**src/rtl/muldiv_unit_if.sv**
```systemverilog
// Core-side request/response bundle for the iterative multiply/divide unit.
// The core drives start/operands (master); the unit returns status and write-back (slave).
interface muldiv_unit_if #(
  parameter int N = 32
);
  logic         start;
  logic [2:0]   funct3;
  logic [N-1:0] rs1_data;
  logic [N-1:0] rs2_data;
  logic [4:0]   rd_in;
  logic         busy;
  logic         done;
  logic [N-1:0] result;
  logic [4:0]   rd_out;
  logic         wr_en;

  modport master (
    output start, funct3, rs1_data, rs2_data, rd_in,
    input  busy, done, result, rd_out, wr_en
  );

  modport slave (
    input  start, funct3, rs1_data, rs2_data, rd_in,
    output busy, done, result, rd_out, wr_en
  );
endinterface

```
**src/rtl/muldiv_unit.sv**
```systemverilog
// Iterative RV32M multiply/divide: 32 CALC cycles then a 1-cycle DONE; div-by-zero/overflow skip CALC.
// No backpressure: start is sampled only in IDLE, busy stalls the core, no request queuing.
module muldiv_unit #(
  parameter int N = 32
) (
  input  logic          clk,
  input  logic          rst,
  muldiv_unit_if.slave  bus
);

  localparam logic [1:0] IDLE = 2'd0;
  localparam logic [1:0] CALC = 2'd1;
  localparam logic [1:0] DONE = 2'd2;

  localparam logic [N-1:0] ALL_ONES = {N{1'b1}};
  localparam logic [N-1:0] INT_MIN  = {1'b1, {(N-1){1'b0}}};

  logic [1:0]   state;
  logic [4:0]   cnt;
  logic [2:0]   op;
  logic [4:0]   rd_q;
  logic         neg;
  logic [N-1:0] hi, lo, b;
  logic [N-1:0] result_q;
  logic [4:0]   rd_out_q;

  // Operand decode at capture time
  logic         a_signed, b_signed, a_neg, b_neg, div_zero, div_ovf, neg_in;
  logic [N-1:0] a_mag, b_mag;

  always_comb begin
    a_signed = (bus.funct3 != 3'd3) && (bus.funct3 != 3'd5) && (bus.funct3 != 3'd7);
    b_signed = (bus.funct3 == 3'd0) || (bus.funct3 == 3'd1) ||
               (bus.funct3 == 3'd4) || (bus.funct3 == 3'd6);
    a_neg    = a_signed && bus.rs1_data[N-1];
    b_neg    = b_signed && bus.rs2_data[N-1];
    a_mag    = a_neg ? -bus.rs1_data : bus.rs1_data;
    b_mag    = b_neg ? -bus.rs2_data : bus.rs2_data;
    div_zero = bus.funct3[2] && (bus.rs2_data == '0);
    div_ovf  = bus.funct3[2] && !bus.funct3[0] &&
               (bus.rs1_data == INT_MIN) && (bus.rs2_data == ALL_ONES);
    // Remainder takes the dividend's sign; everything else takes sign A xor sign B
    neg_in   = (bus.funct3[2] && bus.funct3[1]) ? a_neg : (a_neg ^ b_neg);
  end

  // One iteration step plus final sign fix-up of the post-step values
  logic [N:0]     mul_sum, div_sh, div_diff;
  logic [N-1:0]   nhi, nlo, q_s, r_s, final_res;
  logic [2*N-1:0] prod, prod_s;

  always_comb begin
    mul_sum  = {1'b0, hi} + (lo[0] ? {1'b0, b} : '0);
    div_sh   = {hi, lo[N-1]};
    div_diff = div_sh - {1'b0, b};
    nhi      = mul_sum[N:1];
    nlo      = {mul_sum[0], lo[N-1:1]};
    if (op[2]) begin
      if (!div_diff[N]) begin
        nhi = div_diff[N-1:0];
        nlo = {lo[N-2:0], 1'b1};
      end else begin
        nhi = div_sh[N-1:0];
        nlo = {lo[N-2:0], 1'b0};
      end
    end
    prod   = {nhi, nlo};
    prod_s = neg ? -prod : prod;
    q_s    = neg ? -nlo : nlo;
    r_s    = neg ? -nhi : nhi;
    if (op[2])
      final_res = op[1] ? r_s : q_s;
    else
      final_res = (op == 3'd0) ? prod_s[N-1:0] : prod_s[2*N-1:N];
  end

  always_ff @(posedge clk or posedge rst) begin
    if (rst) begin
      state    <= IDLE;
      cnt      <= '0;
      op       <= '0;
      rd_q     <= '0;
      neg      <= 1'b0;
      hi       <= '0;
      lo       <= '0;
      b        <= '0;
      result_q <= '0;
      rd_out_q <= '0;
    end else begin
      case (state)
        IDLE: begin
          if (bus.start) begin
            op   <= bus.funct3;
            rd_q <= bus.rd_in;
            neg  <= neg_in;
            hi   <= '0;
            lo   <= bus.funct3[2] ? a_mag : b_mag;
            b    <= bus.funct3[2] ? b_mag : a_mag;
            cnt  <= '0;
            if (div_zero) begin
              result_q <= bus.funct3[1] ? bus.rs1_data : ALL_ONES;
              rd_out_q <= bus.rd_in;
              state    <= DONE;
            end else if (div_ovf) begin
              result_q <= bus.funct3[1] ? '0 : INT_MIN;
              rd_out_q <= bus.rd_in;
              state    <= DONE;
            end else begin
              state <= CALC;
            end
          end
        end
        CALC: begin
          hi  <= nhi;
          lo  <= nlo;
          cnt <= cnt + 5'd1;
          if (cnt == 5'd31) begin
            result_q <= final_res;
            rd_out_q <= rd_q;
            state    <= DONE;
          end
        end
        DONE:    state <= IDLE;
        default: state <= IDLE;
      endcase
    end
  end

  assign bus.busy   = (state == CALC);
  assign bus.done   = (state == DONE);
  assign bus.wr_en  = (state == DONE) && (rd_out_q != 5'd0);
  assign bus.result = result_q;
  assign bus.rd_out = rd_out_q;

endmodule

```
**src/flat_wrapper.sv**
```systemverilog
// flat-port wrapper written by rule: the top's interface ports become plain ports
module muldiv_unit_flat 
#(
  parameter int N = 32
)
  (clk, rst, bus_start, bus_funct3, bus_rs1_data, bus_rs2_data, bus_rd_in, bus_busy, bus_done, bus_result, bus_rd_out, bus_wr_en);
  muldiv_unit_if #(.N(N)) bus_i ();
  input  logic clk;
  input  logic rst;
  input wire logic [$bits(bus_i.start)-1:0] bus_start;
  input wire logic [$bits(bus_i.funct3)-1:0] bus_funct3;
  input wire logic [$bits(bus_i.rs1_data)-1:0] bus_rs1_data;
  input wire logic [$bits(bus_i.rs2_data)-1:0] bus_rs2_data;
  input wire logic [$bits(bus_i.rd_in)-1:0] bus_rd_in;
  output wire logic [$bits(bus_i.busy)-1:0] bus_busy;
  output wire logic [$bits(bus_i.done)-1:0] bus_done;
  output wire logic [$bits(bus_i.result)-1:0] bus_result;
  output wire logic [$bits(bus_i.rd_out)-1:0] bus_rd_out;
  output wire logic [$bits(bus_i.wr_en)-1:0] bus_wr_en;
  assign bus_i.start = bus_start;
  assign bus_i.funct3 = bus_funct3;
  assign bus_i.rs1_data = bus_rs1_data;
  assign bus_i.rs2_data = bus_rs2_data;
  assign bus_i.rd_in = bus_rd_in;
  assign bus_busy = bus_i.busy;
  assign bus_done = bus_i.done;
  assign bus_result = bus_i.result;
  assign bus_rd_out = bus_i.rd_out;
  assign bus_wr_en = bus_i.wr_en;
  muldiv_unit #(.N(N)) u_core (.clk(clk), .rst(rst), .bus(bus_i));
endmodule
```
**config.mk**
```make
export PLATFORM = sky130hd
export DESIGN_NAME = muldiv_unit_flat
export DESIGN_NICKNAME = d
export VERILOG_FILES = /design/src/rtl/muldiv_unit_if.sv /design/src/rtl/muldiv_unit.sv /design/src/flat_wrapper.sv
export SDC_FILE = /design/constraint.sdc
export NUM_CORES = 1
export LEC_CHECK = 0
export ABC_AREA = 1
export BUFFER_PORTS_ARGS = -buffer_cell sky130_fd_sc_hd__buf_2
export CAP_MARGIN = 20
export CORE_MARGIN = 8
export CORE_UTILIZATION = 35
export DETAILED_ROUTE_END_ITERATION = 10
export GPL_TIMING_DRIVEN = 0
export PLACE_DENSITY_LB_ADDON = 0.2
export SETUP_SLACK_MARGIN = 0.4
export SLEW_MARGIN = 40
export SYNTH_ARGS = -nofsm -noshare
export SYNTH_HDL_FRONTEND = slang
export SYNTH_SLANG_ARGS = --single-unit
```
**constraint.sdc**
```tcl
create_clock -name clk -period 7.85 [get_ports clk]
set_clock_uncertainty 0.2 [all_clocks]
set_input_delay 2.355 -clock clk [delete_from_list [all_inputs] [get_ports clk]]
set_output_delay 2.355 -clock clk [all_outputs]
set_load 0.005 [all_outputs]
```
# --- Yosys cells after proc, flatten, opt, wreduce, memory -nomap -nowiden ---
# Cells that the tools add are included.
classes:
  bitwise: 1
  n_reduce_logical: 24
  eq_ne: 14
  addsub: 8
  muxes: 39
ops:
  columns: ["operator", "count"]
  rows:
  - ["32-bit 2-to-1 mux", 21]
  - ["32-bit one-hot mux with 2 select lines", 3]
  - ["32-bit negation", 4]
  - ["32-bit == test (second input constant)", 2]
  - ["64-bit 2-to-1 mux", 1]
  - ["64-bit negation", 1]
  - ["32-bit by 33-bit adder with 33-bit output", 1]
  - ["33-bit by 32-bit subtractor with 33-bit output", 1]
  - ["32-bit zero test", 1]
  - ["5-bit 2-to-1 mux", 5]
  - ["5-bit one-hot mux with 2 select lines", 2]
  - ["1-bit logical AND", 10]
  - ["2-bit 2-to-1 mux", 4]
  - ["3-bit == test (second input constant)", 2]
  - ["3-bit zero test", 2]
  - ["3-bit != test (second input constant)", 2]
  - ["2-bit AND reduction", 3]
  - ["5-bit by 1-bit adder with 5-bit output (second input constant)", 1]
  - ["5-bit == test (second input constant)", 1]
  - ["5-bit nonzero test", 1]
  - ["2-bit one-hot mux with 2 select lines", 1]
  - ["4-bit AND reduction", 1]
  - ["3-bit by 1-bit == test with 1-bit output (second input constant)", 1]
  - ["1-bit logical OR", 3]
  - ["11 further kinds", 12]
word_totals:
  input_bits: 75
  register_bits: 149

# --- Logic depth before layout (Yosys ltp) ---
# Gate-level depths: netlist of run 1.
logic_depth:
  word_depth: 9
  depth_mapped: 37
  ltp_nobuf: 36

# --- Worst setup path after synthesis of run 1 ---
# Ideal clock, no wire load.
synth_timing:
  path_kind: "input-to-reg"
  start: "input bus_rs2_data[0]"
  end: "register u_core.result_q[21], in the netlist u_core.bus.result[21]"
  t_arrival_ps: 4659
  path_slack_ps: 2870
  path_stages: 21
  cell_sequence: "inv_1 -> ha_1 -> inv_1 -> nor3_1 -> nand3_1 -> nor3_1 -> inv_1 -> nor2_1 -> nand2_1 -> nor2_1 -> inv_1 -> nor4_2 -> nand2_1 -> nand4_1 -> nand2_1 -> nor2_4 -> inv_1 -> buf_2 -> buf_2 -> nor2_1 -> a21oi_1"
synth_via:
  elab_chain_len: 5
synth_lines:
  columns: ["element", "line_no", "rtl"]
  rows:
  - ["start: declaration", "flat_wrapper.sv:13", "input wire logic [$bits(bus_i.rs2_data)-1:0] bus_rs2_data;"]
  - ["32-bit zero test", "muldiv_unit.sv:39", "div_zero = bus.funct3[2] && (bus.rs2_data == '0);"]
  - ["1-bit logical AND", "muldiv_unit.sv:39", null]
  - ["32-bit 2-to-1 mux", "muldiv_unit.sv:99", "if (div_zero) begin"]
  - ["32-bit 2-to-1 mux", "muldiv_unit.sv:91", "if (bus.start) begin"]
  - ["32-bit one-hot mux with 2 select lines", "muldiv_unit.sv:89", "case (state)"]
  - ["end signal: assignment", "muldiv_unit.sv:100", "result_q <= bus.funct3[1] ? bus.rs1_data : ALL_ONES;"]
  - ["end signal: assignment", "muldiv_unit.sv:104", "result_q <= bus.funct3[1] ? '0 : INT_MIN;"]
  - ["end signal: assignment", "muldiv_unit.sv:117", "result_q <= final_res;"]
  - ["end: declaration", "muldiv_unit.sv:24", "logic [N-1:0] result_q;"]
# Parallel ways exist; a longest one is shown, timed or not. The select of a mux whose other input is x is not followed.
# A chain may end at the register's enable or synchronous reset.

# --- Worst setup path in the final report of run 1 ---
layout_timing:
  start: "register u_core.b[0]"
  end: "register u_core.result_q[30], in the netlist u_core.bus.result[30]"
layout_via:
  elab_chain_len: 9
layout_lines:
  columns: ["element", "line_no", "rtl"]
  rows:
  - ["start: declaration", "muldiv_unit.sv:23", "logic [N-1:0] hi, lo, b;"]
  - ["start signal: assignment", "muldiv_unit.sv:97", "b <= bus.funct3[2] ? b_mag : a_mag;"]
  - ["33-bit by 32-bit subtractor with 33-bit output or 32-bit 2-to-1 mux (tied branches)", "muldiv_unit.sv:54, muldiv_unit.sv:52", null]
  - ["1-bit 2-to-1 mux, or another cell as far along", "muldiv_unit.sv:58", "if (!div_diff[N]) begin"]
  - ["32-bit 2-to-1 mux", "muldiv_unit.sv:57", "if (op[2]) begin"]
  - ["64-bit negation, or another cell as far along", "muldiv_unit.sv:67", "prod_s = neg ? -prod : prod;"]
  - ["64-bit 2-to-1 mux, or another cell as far along", "muldiv_unit.sv:67", null]
  - ["32-bit 2-to-1 mux, on equally long branches", "muldiv_unit.sv:73, muldiv_unit.sv:71", null]
  - ["32-bit 2-to-1 mux (*)", "muldiv_unit.sv:70", "if (op[2])"]
  - ["32-bit 2-to-1 mux (*)", "muldiv_unit.sv:116", "if (cnt == 5'd31) begin"]
  - ["32-bit one-hot mux with 2 select lines (*)", "muldiv_unit.sv:89", null]
# Every way passes the cells marked *; elsewhere a longest branch is shown, timed or not. The select of a mux whose other input is x is not followed.

==> results.sh, run 1 <==
export IMPL_drive_gt1_share_pct=8.60
export IMPL_clock_latency_ns=0.49
export IMPL_clock_path_buffers=2
export IMPL_synth_most_common_cell="nand2_1"
export IMPL_clockRootBuffer="clkbuf_16"
export IMPL_grt_remaining_overflow=0
export IMPL_slew_headroom_pct=40.8
export IMPL_cts_resized=0
export IMPL_routedWlPerCell_um=22.9
export IMPL_holdPathStages=2
export IMPL_cts_sinks=149
export IMPL_arrival_ns=6.21
export IMPL_setup_violations_final=0
export IMPL_cts_buffers_inserted=17
export IMPL_crit_path_frequent_cell="nand2_1"
export IMPL_grt_pass1_wl_mm=132
export IMPL_row_count=83
export IMPL_regToRegEndpoint="u_core.bus.result[30]"
export IMPL_outcome="complete, no violations"
export IMPL_crit_required_ns=8.03
export IMPL_hold_buffers=0
export IMPL_path_clk_slew_ns=0.08
export IMPL_grt_use_met2_pct=47.1
export IMPL_h_tree_depth=4
export IMPL_grt_use_total_pct=29.5
export IMPL_cts_tree="done"
export IMPL_hold_viol_final=0
export IMPL_wirelength_mm=90.9
export IMPL_worstMarginPinSlew_ns=0.888
export IMPL_synthCells=3141
export IMPL_syn_area_um2=18200
export IMPL_drtIter0Drc=2495
export IMPL_whs_ns=0.281
export IMPL_async_flop_share_pct=100
export IMPL_min_path_type="flip-flop to flip-flop"
export IMPL_whs_endpoint="u_core.bus.result[1]"
export IMPL_max_clock_freq_ghz=0.166
export IMPL_syn_to_final_growth_pct=11.7
export IMPL_global_route_usage_met1_pct=36.9
export IMPL_cp_end_kind="flip-flop"
export IMPL_reg2reg_depth=32
export IMPL_ys_seq_elements=149
export IMPL_syn_avg_cell_area_um2=5.80
export IMPL_seq_area_frac_synth_pct=20.5
export IMPL_r2r_slack_ns=1.83
export IMPL_antenna_left=0
export IMPL_tns_ns=0
export IMPL_slew_violations=0
export IMPL_via_count=21800
export IMPL_die_h_um=244
export IMPL_viasPerCell=5.50
export IMPL_fin_crit_sh_pct=76.8
export IMPL_die_area_um2=59600
export IMPL_yosys_cell_types_count=59
export IMPL_grt_pass1_vias=20500
export IMPL_critPathKind="flip-flop to flip-flop"
export IMPL_use_met3_pct=6.13
export IMPL_gp_congestion=1.03
export IMPL_rsz0062_at_grt="false"
export IMPL_fin_crit_ns=6.02
export IMPL_final_util_pct=39.6
export IMPL_start_kind="flip-flop"
export IMPL_nFillCells=5890
export IMPL_synthTopCellsByCount="nand2_1 (1006), inv_1 (463), nor2_1 (292)"
export IMPL_top_usage_layer="met2"
export IMPL_cp_slowest_cell="dfrtp_1"
export IMPL_max_cap_viol_count=0
export IMPL_first_pass_iters=6
export IMPL_synth_edf_count=0
export IMPL_drc=0
export IMPL_post_cts_buffers=0
export IMPL_die_w_um=244
export IMPL_yosysTopAreaCell="nand2_1"
export IMPL_worst_path_max_fanout=10
export IMPL_cp_slowest_stage_delay_ns=0.47
export IMPL_yosys_warnings=0
export IMPL_core_area_um2=51400
export IMPL_start_util_pct=35.5
export IMPL_grt_max_degree=72
export IMPL_rr_startpoint="u_core.b[0]"
export IMPL_io_pins=115
export IMPL_synth_top_cell_area_share_pct=20.7
export IMPL_syn_nets=3289
export IMPL_antenna_found_initial=2
export IMPL_ys_top_cells_by_area="nand2_1 (21%), dfrtp_1 (20%), inv_1 (9.5%)"
export IMPL_min_from="u_core.bus.result[1]"
export IMPL_hpwlAfterDp_mm=76.4
export IMPL_final_net_count=3424
export IMPL_synthFlopType="dfrtp_1"
export IMPL_portBuffers=114
[registers in the layout, summed over array words and instances, names as in the netlist]
name               cells
u_core.neg             1
u_core.cnt             5
u_core.bus.result     32
u_core.hi             32
u_core.state           2
u_core.bus.rd_out      5
u_core.b              32
u_core.rd_q            5
u_core.op              3
u_core.lo             32
[layer usage]
metal | share of wire, % | up-vias
met5 | 0 | -
met4 | 6.4 | 0
met3 | 8.6 | 257
met2 | 44 | 1126
met1 | 41 | 10100
li1 | - | 10400
[per-stage QoR]
step	instances	worst slack (ns)	cell area, um^2
2_1_floorplan	3141	1.29	18200
3_3_place_gp	3935	-0.938	19600
3_5_place_dp	3937	1.71	19700
4_1_cts	3969	2.07	20300
5_1_grt	3969	1.60	20300
6_report	3970	1.83	20300
[cells by family (layout without fill, tap and decap cells)]
logic type,count (synthesis),count (layout),share of synthesized area [%]
AO/OA/AOI/OAI,504,504,16.6
XOR/XNOR,106,106,5.09
adder cells (fa/ha/maj),73,73,5.09
buffers and inverters,579,727,12.4
flip-flops,149,149,20.5
other,0,1,0
AND/OR/NAND/NOR,1730,1730,40.3
[cell type report]
type	instances	area, um^2	area share (%)
Antenna cell	1	2.50	0.0123
Tap cell	680	851	4.18
Multi-Input combinational cell	2413	12200	60.1
Buffer	108	503	2.47
Timing Repair Buffer	116	626	3.07
Inverter	471	1780	8.73
Sequential cell	149	3730	18.3
Clock buffer	17	425	2.09
Clock inverter	15	198	0.972
[cell usage in the layout (no fill, tap or decap), types with 6 or more instances in the layout]
master	count
a21o_1	7
o21ai_1	15
nand4_1	36
o21ai_2	8
xnor2_1	15
ha_1	71
o2111ai_1	12
clkbuf_16	17
buf_2	134
o211ai_1	17
nand2_2	28
nor4_1	12
buf_1	8
o221ai_1	17
a31oi_1	6
nand3b_1	26
a21oi_1	136
a21boi_1	12
xor2_1	91
nor2_1	290
nor2_2	16
or2_2	26
nand3_1	241
nand2_1	1006
dfrtp_1	149
a2bb2oi_1	7
a22oi_1	8
o22ai_1	42
inv_8	7
o21ai_0	172
clkbuf_1	67
nor3_1	29
inv_1	462
o21bai_1	12
a221o_1	10
[critical path, delay by kind of cell, from the launching register on]
| family | cells | cell delay (ns) |
|---|---|---|
| flip-flops | 1 | 0.47 |
| AND/OR/NAND/NOR | 24 | 3.12 |
| adder cells (fa/ha/maj) | 3 | 0.91 |
| AO/OA/AOI/OAI | 1 | 0.47 |
| buffers and inverters | 4 | 0.75 |
[worst max-delay path by stage]
| stage | startpoint | to | cells after the start |
|---|---|---|---|
| 2_1_floorplan | rst | u_core.b[0] | 1 |
| 3_3_place_gp | rst | u_core.hi[28] | 2 |
| 3_5_place_dp | bus_rs1_data[0] | u_core.bus.result[31] | 17 |
| 4_1_cts | u_core.b[0] | u_core.bus.result[30] | 32 |
| 5_1_grt | u_core.b[21] | u_core.bus.result[30] | 32 |
| 6_report | u_core.b[0] | u_core.bus.result[30] | 32 |
Power of run 1 is not shown: default switching activity piles up to over one toggle a cycle in this logic, so the estimate is an artifact.
==> run 2, diff against run 1 <==
--- a/config.mk
+++ b/config.mk
@@ -5,7 +5,7 @@
 export SDC_FILE = /design/constraint.sdc
 export NUM_CORES = 1
 export LEC_CHECK = 0
-export ABC_AREA = 1
+export ABC_AREA = 0
 export BUFFER_PORTS_ARGS = -buffer_cell sky130_fd_sc_hd__buf_2
 export CAP_MARGIN = 20
 export CORE_MARGIN = 8
==> constraint.sdc (replaced) <==
create_clock -name clk -period 5.4 [get_ports clk]
set_clock_uncertainty 0.2 [all_clocks]
set_input_delay 1.62 -clock clk [delete_from_list [all_inputs] [get_ports clk]]
set_output_delay 1.62 -clock clk [all_outputs]
set_load 0.005 [all_outputs]
==> results.sh, run 2 <==
export IMPL_syn_area_um2=16900
export IMPL_drtIter0Drc=2316
export IMPL_synthSimpleGateAreaFrac_pct=24.4
export IMPL_yosys_cell_types_count=101
export IMPL_tns_ns=-0.933
export IMPL_cp_startpoint="u_core.hi[8]"
export IMPL_grt_pass1_wl_mm=137
export IMPL_grt_use_total_pct=33.0
export IMPL_cts_tree="done"
export IMPL_arrival_ns=5.75
export IMPL_regToRegEndpoint="u_core.bus.result[28]"
export IMPL_setup_violations_final=14
export IMPL_clock_path_buffers=2
export IMPL_antenna_left=0
export IMPL_layout_commonest_cell="nand2_1"
export IMPL_post_dp_cell_area_um2=18600
export IMPL_slew_violations=0
export IMPL_synthCells=2314
export IMPL_reg2reg_depth=22
export IMPL_gp_congestion=1.02
export IMPL_path_clk_slew_ns=0.07
export IMPL_antenna_found_initial=7
export IMPL_synth_fa_ha_area_share_pct=5.48
export IMPL_h_tree_depth=4
export IMPL_violations="negative setup slack"
export IMPL_crit_required_ns=5.61
export IMPL_endpoint="u_core.bus.result[28]"
export IMPL_first_pass_iters=6
export IMPL_layout_common_cells="nand2_1 (282), o21ai_0 (214), a21oi_1 (167)"
export IMPL_worstMarginPinSlew_ns=1.29
export IMPL_slew_headroom_pct=13.1
export IMPL_start_kind="flip-flop"
export IMPL_worst_path_max_fanout=7
export IMPL_row_count=80
export IMPL_syn_avg_cell_area_um2=7.32
export IMPL_yosys_warnings=0
export IMPL_die_h_um=236
export IMPL_syn_nets=2462
export IMPL_fin_crit_ns=5.54
export IMPL_routedWlPerCell_um=29.8
export IMPL_synthMuxAreaShare_pct=3.73
export IMPL_hold_viol_final=0
export IMPL_cp_end_kind="flip-flop"
export IMPL_io_pins=115
export IMPL_yosysTopAreaCell="dfrtp_1"
export IMPL_start_util_pct=35.5
export IMPL_clockRootBuffer="clkbuf_16"
export IMPL_grt_remaining_overflow=0
export IMPL_syn_to_final_growth_pct=29.8
export IMPL_ys_top_cells_by_area="dfrtp_1 (22%), o21ai_0 (7.1%), nand2_1 (6.4%)"
export IMPL_fin_crit_sh_pct=103
export IMPL_viasPerCell=6.50
export IMPL_synthFlopType="dfrtp_1"
export IMPL_grt_pass1_vias=19800
export IMPL_cts_sinks=149
export IMPL_drive_gt1_share_pct=24.9
export IMPL_critPathKind="flip-flop to flip-flop"
export IMPL_min_path_type="flip-flop to flip-flop"
export IMPL_rsz0062_at_grt="true"
export IMPL_core_area_um2=47700
export IMPL_postLayoutCellArea_um2=22000
export IMPL_wirelength_mm=96.4
export IMPL_async_flop_share_pct=100
export IMPL_portBuffers=114
export IMPL_synth_top_cell_area_share_pct=22.0
export IMPL_synthTopCellsByCount="nand2_1 (290), o21ai_0 (240), a21oi_1 (194)"
export IMPL_synthXorXnorAreaFrac_pct=7.91
export IMPL_clock_latency_ns=0.48
export IMPL_r2r_slack_ns=-0.14
export IMPL_synth_edf_count=0
export IMPL_grt_max_degree=27
export IMPL_drc=0
export IMPL_die_w_um=236
export IMPL_whs_ns=0.279
export IMPL_worst_slack_ns=-0.141
export IMPL_hpwlAfterDp_mm=75.8
export IMPL_max_clock_freq_ghz=0.180
export IMPL_die_area_um2=55700
export IMPL_seq_area_frac_synth_pct=22.0
export IMPL_synth_most_common_cell="nand2_1"
export IMPL_synth_compound_area_share_pct=31.0
export IMPL_rr_startpoint="u_core.hi[8]"
export IMPL_final_net_count=2758
export IMPL_ys_seq_elements=149
export IMPL_via_count=21000
export IMPL_max_cap_viol_count=0
export IMPL_synth_top_family_by_area="compound AO/OA/AOI/OAI gates"
export IMPL_cts_buffers_inserted=17
export IMPL_outcome="complete, but fails checks"
run 2: worst min path at each step:
stage | from | end | slack [ns] | cells past startpoint
2_1_floorplan | u_core.state[1] | u_core.state[0] | 0.23 | 1
3_3_place_gp | u_core.rd_q[4] | u_core.rd_q[4] | 0.26 | 2
3_5_place_dp | u_core.state[1] | u_core.state[0] | 0.26 | 1
4_1_cts | u_core.rd_q[4] | u_core.rd_q[4] | 0.28 | 2
5_1_grt | u_core.rd_q[0] | u_core.rd_q[0] | 0.30 | 2
6_report | u_core.rd_q[4] | u_core.rd_q[4] | 0.28 | 2
run 2: routing by layer:
layer | GRT usage, % | part of all wire [%]
met4 | 18.6 | 6.5
met2 | 51.9 | 44
met5 | 0 | 0.024
met1 | 42.1 | 40
met3 | 6.11 | 9.0
run 2: what timing repair did:
item | CTS | global route
resized for setup | 223 | 180
pin swaps | 74 | 89
gates cloned | 0 | 1
setup endpoints to repair | 40 | 42
buffers inserted | 79 | 73
hold buffers | 0 | 0
run 2: logic make-up (layout without fill, tap and decap cells):
group,count (synthesis),in the layout
muxes,59,59
xor gates and xnor gates,153,153
other,0,1
AOI/OAI and AO/OA,803,803
adders and majority gates,73,73
buffers and inverters,226,535
DFF,149,149
and+or+nand+nor,851,851
run 2: critical path: stages (launching register included):
cell      delay [ns]
dfrtp_2         0.46
ha_4            0.28
buf_6           0.10
nand4_1         0.20
nor4_4          0.35
o211ai_1        0.16
buf_4           0.19
buf_4           0.13
buf_6           0.12
a21oi_4         0.25
buf_6           0.15
buf_4           0.10
buf_4           0.12
nor2_2          0.08
a31oi_1         0.20
and4b_1         0.22
clkbuf_4        0.22
nand4b_1        0.17
or3b_4          0.49
or3b_4          0.44
mux2i_4         0.21
o31ai_4         0.43
a22o_1          0.19
run 2: cell type report:
type,count,area [um^2]
fillers,4847,25700
multi-input cells,1939,13800
flip-flops and latches,149,3750
repair buffers,277,2030
plain buffers,144,828
well taps,615,769
clock buffers,19,433
inverters,82,315
clock inverters,13,96.3
diodes,1,2.50
run 2: stage by stage:
| stage | instances | setup WS [ns] | util [%] |
|---|---|---|---|
| final | 3239 | -0.141 | 46.1 |
| after global routing | 3238 | -0.272 | 46.1 |
| after CTS | 3163 | -0.00445 | 43.3 |
| after detailed placement | 3052 | -1.62 | 39.0 |
| after global placement | 3043 | -1.87 | 38.5 |
| after floorplan | 2314 | 0.391 | - |
Power of run 2 is left out for the same reason.
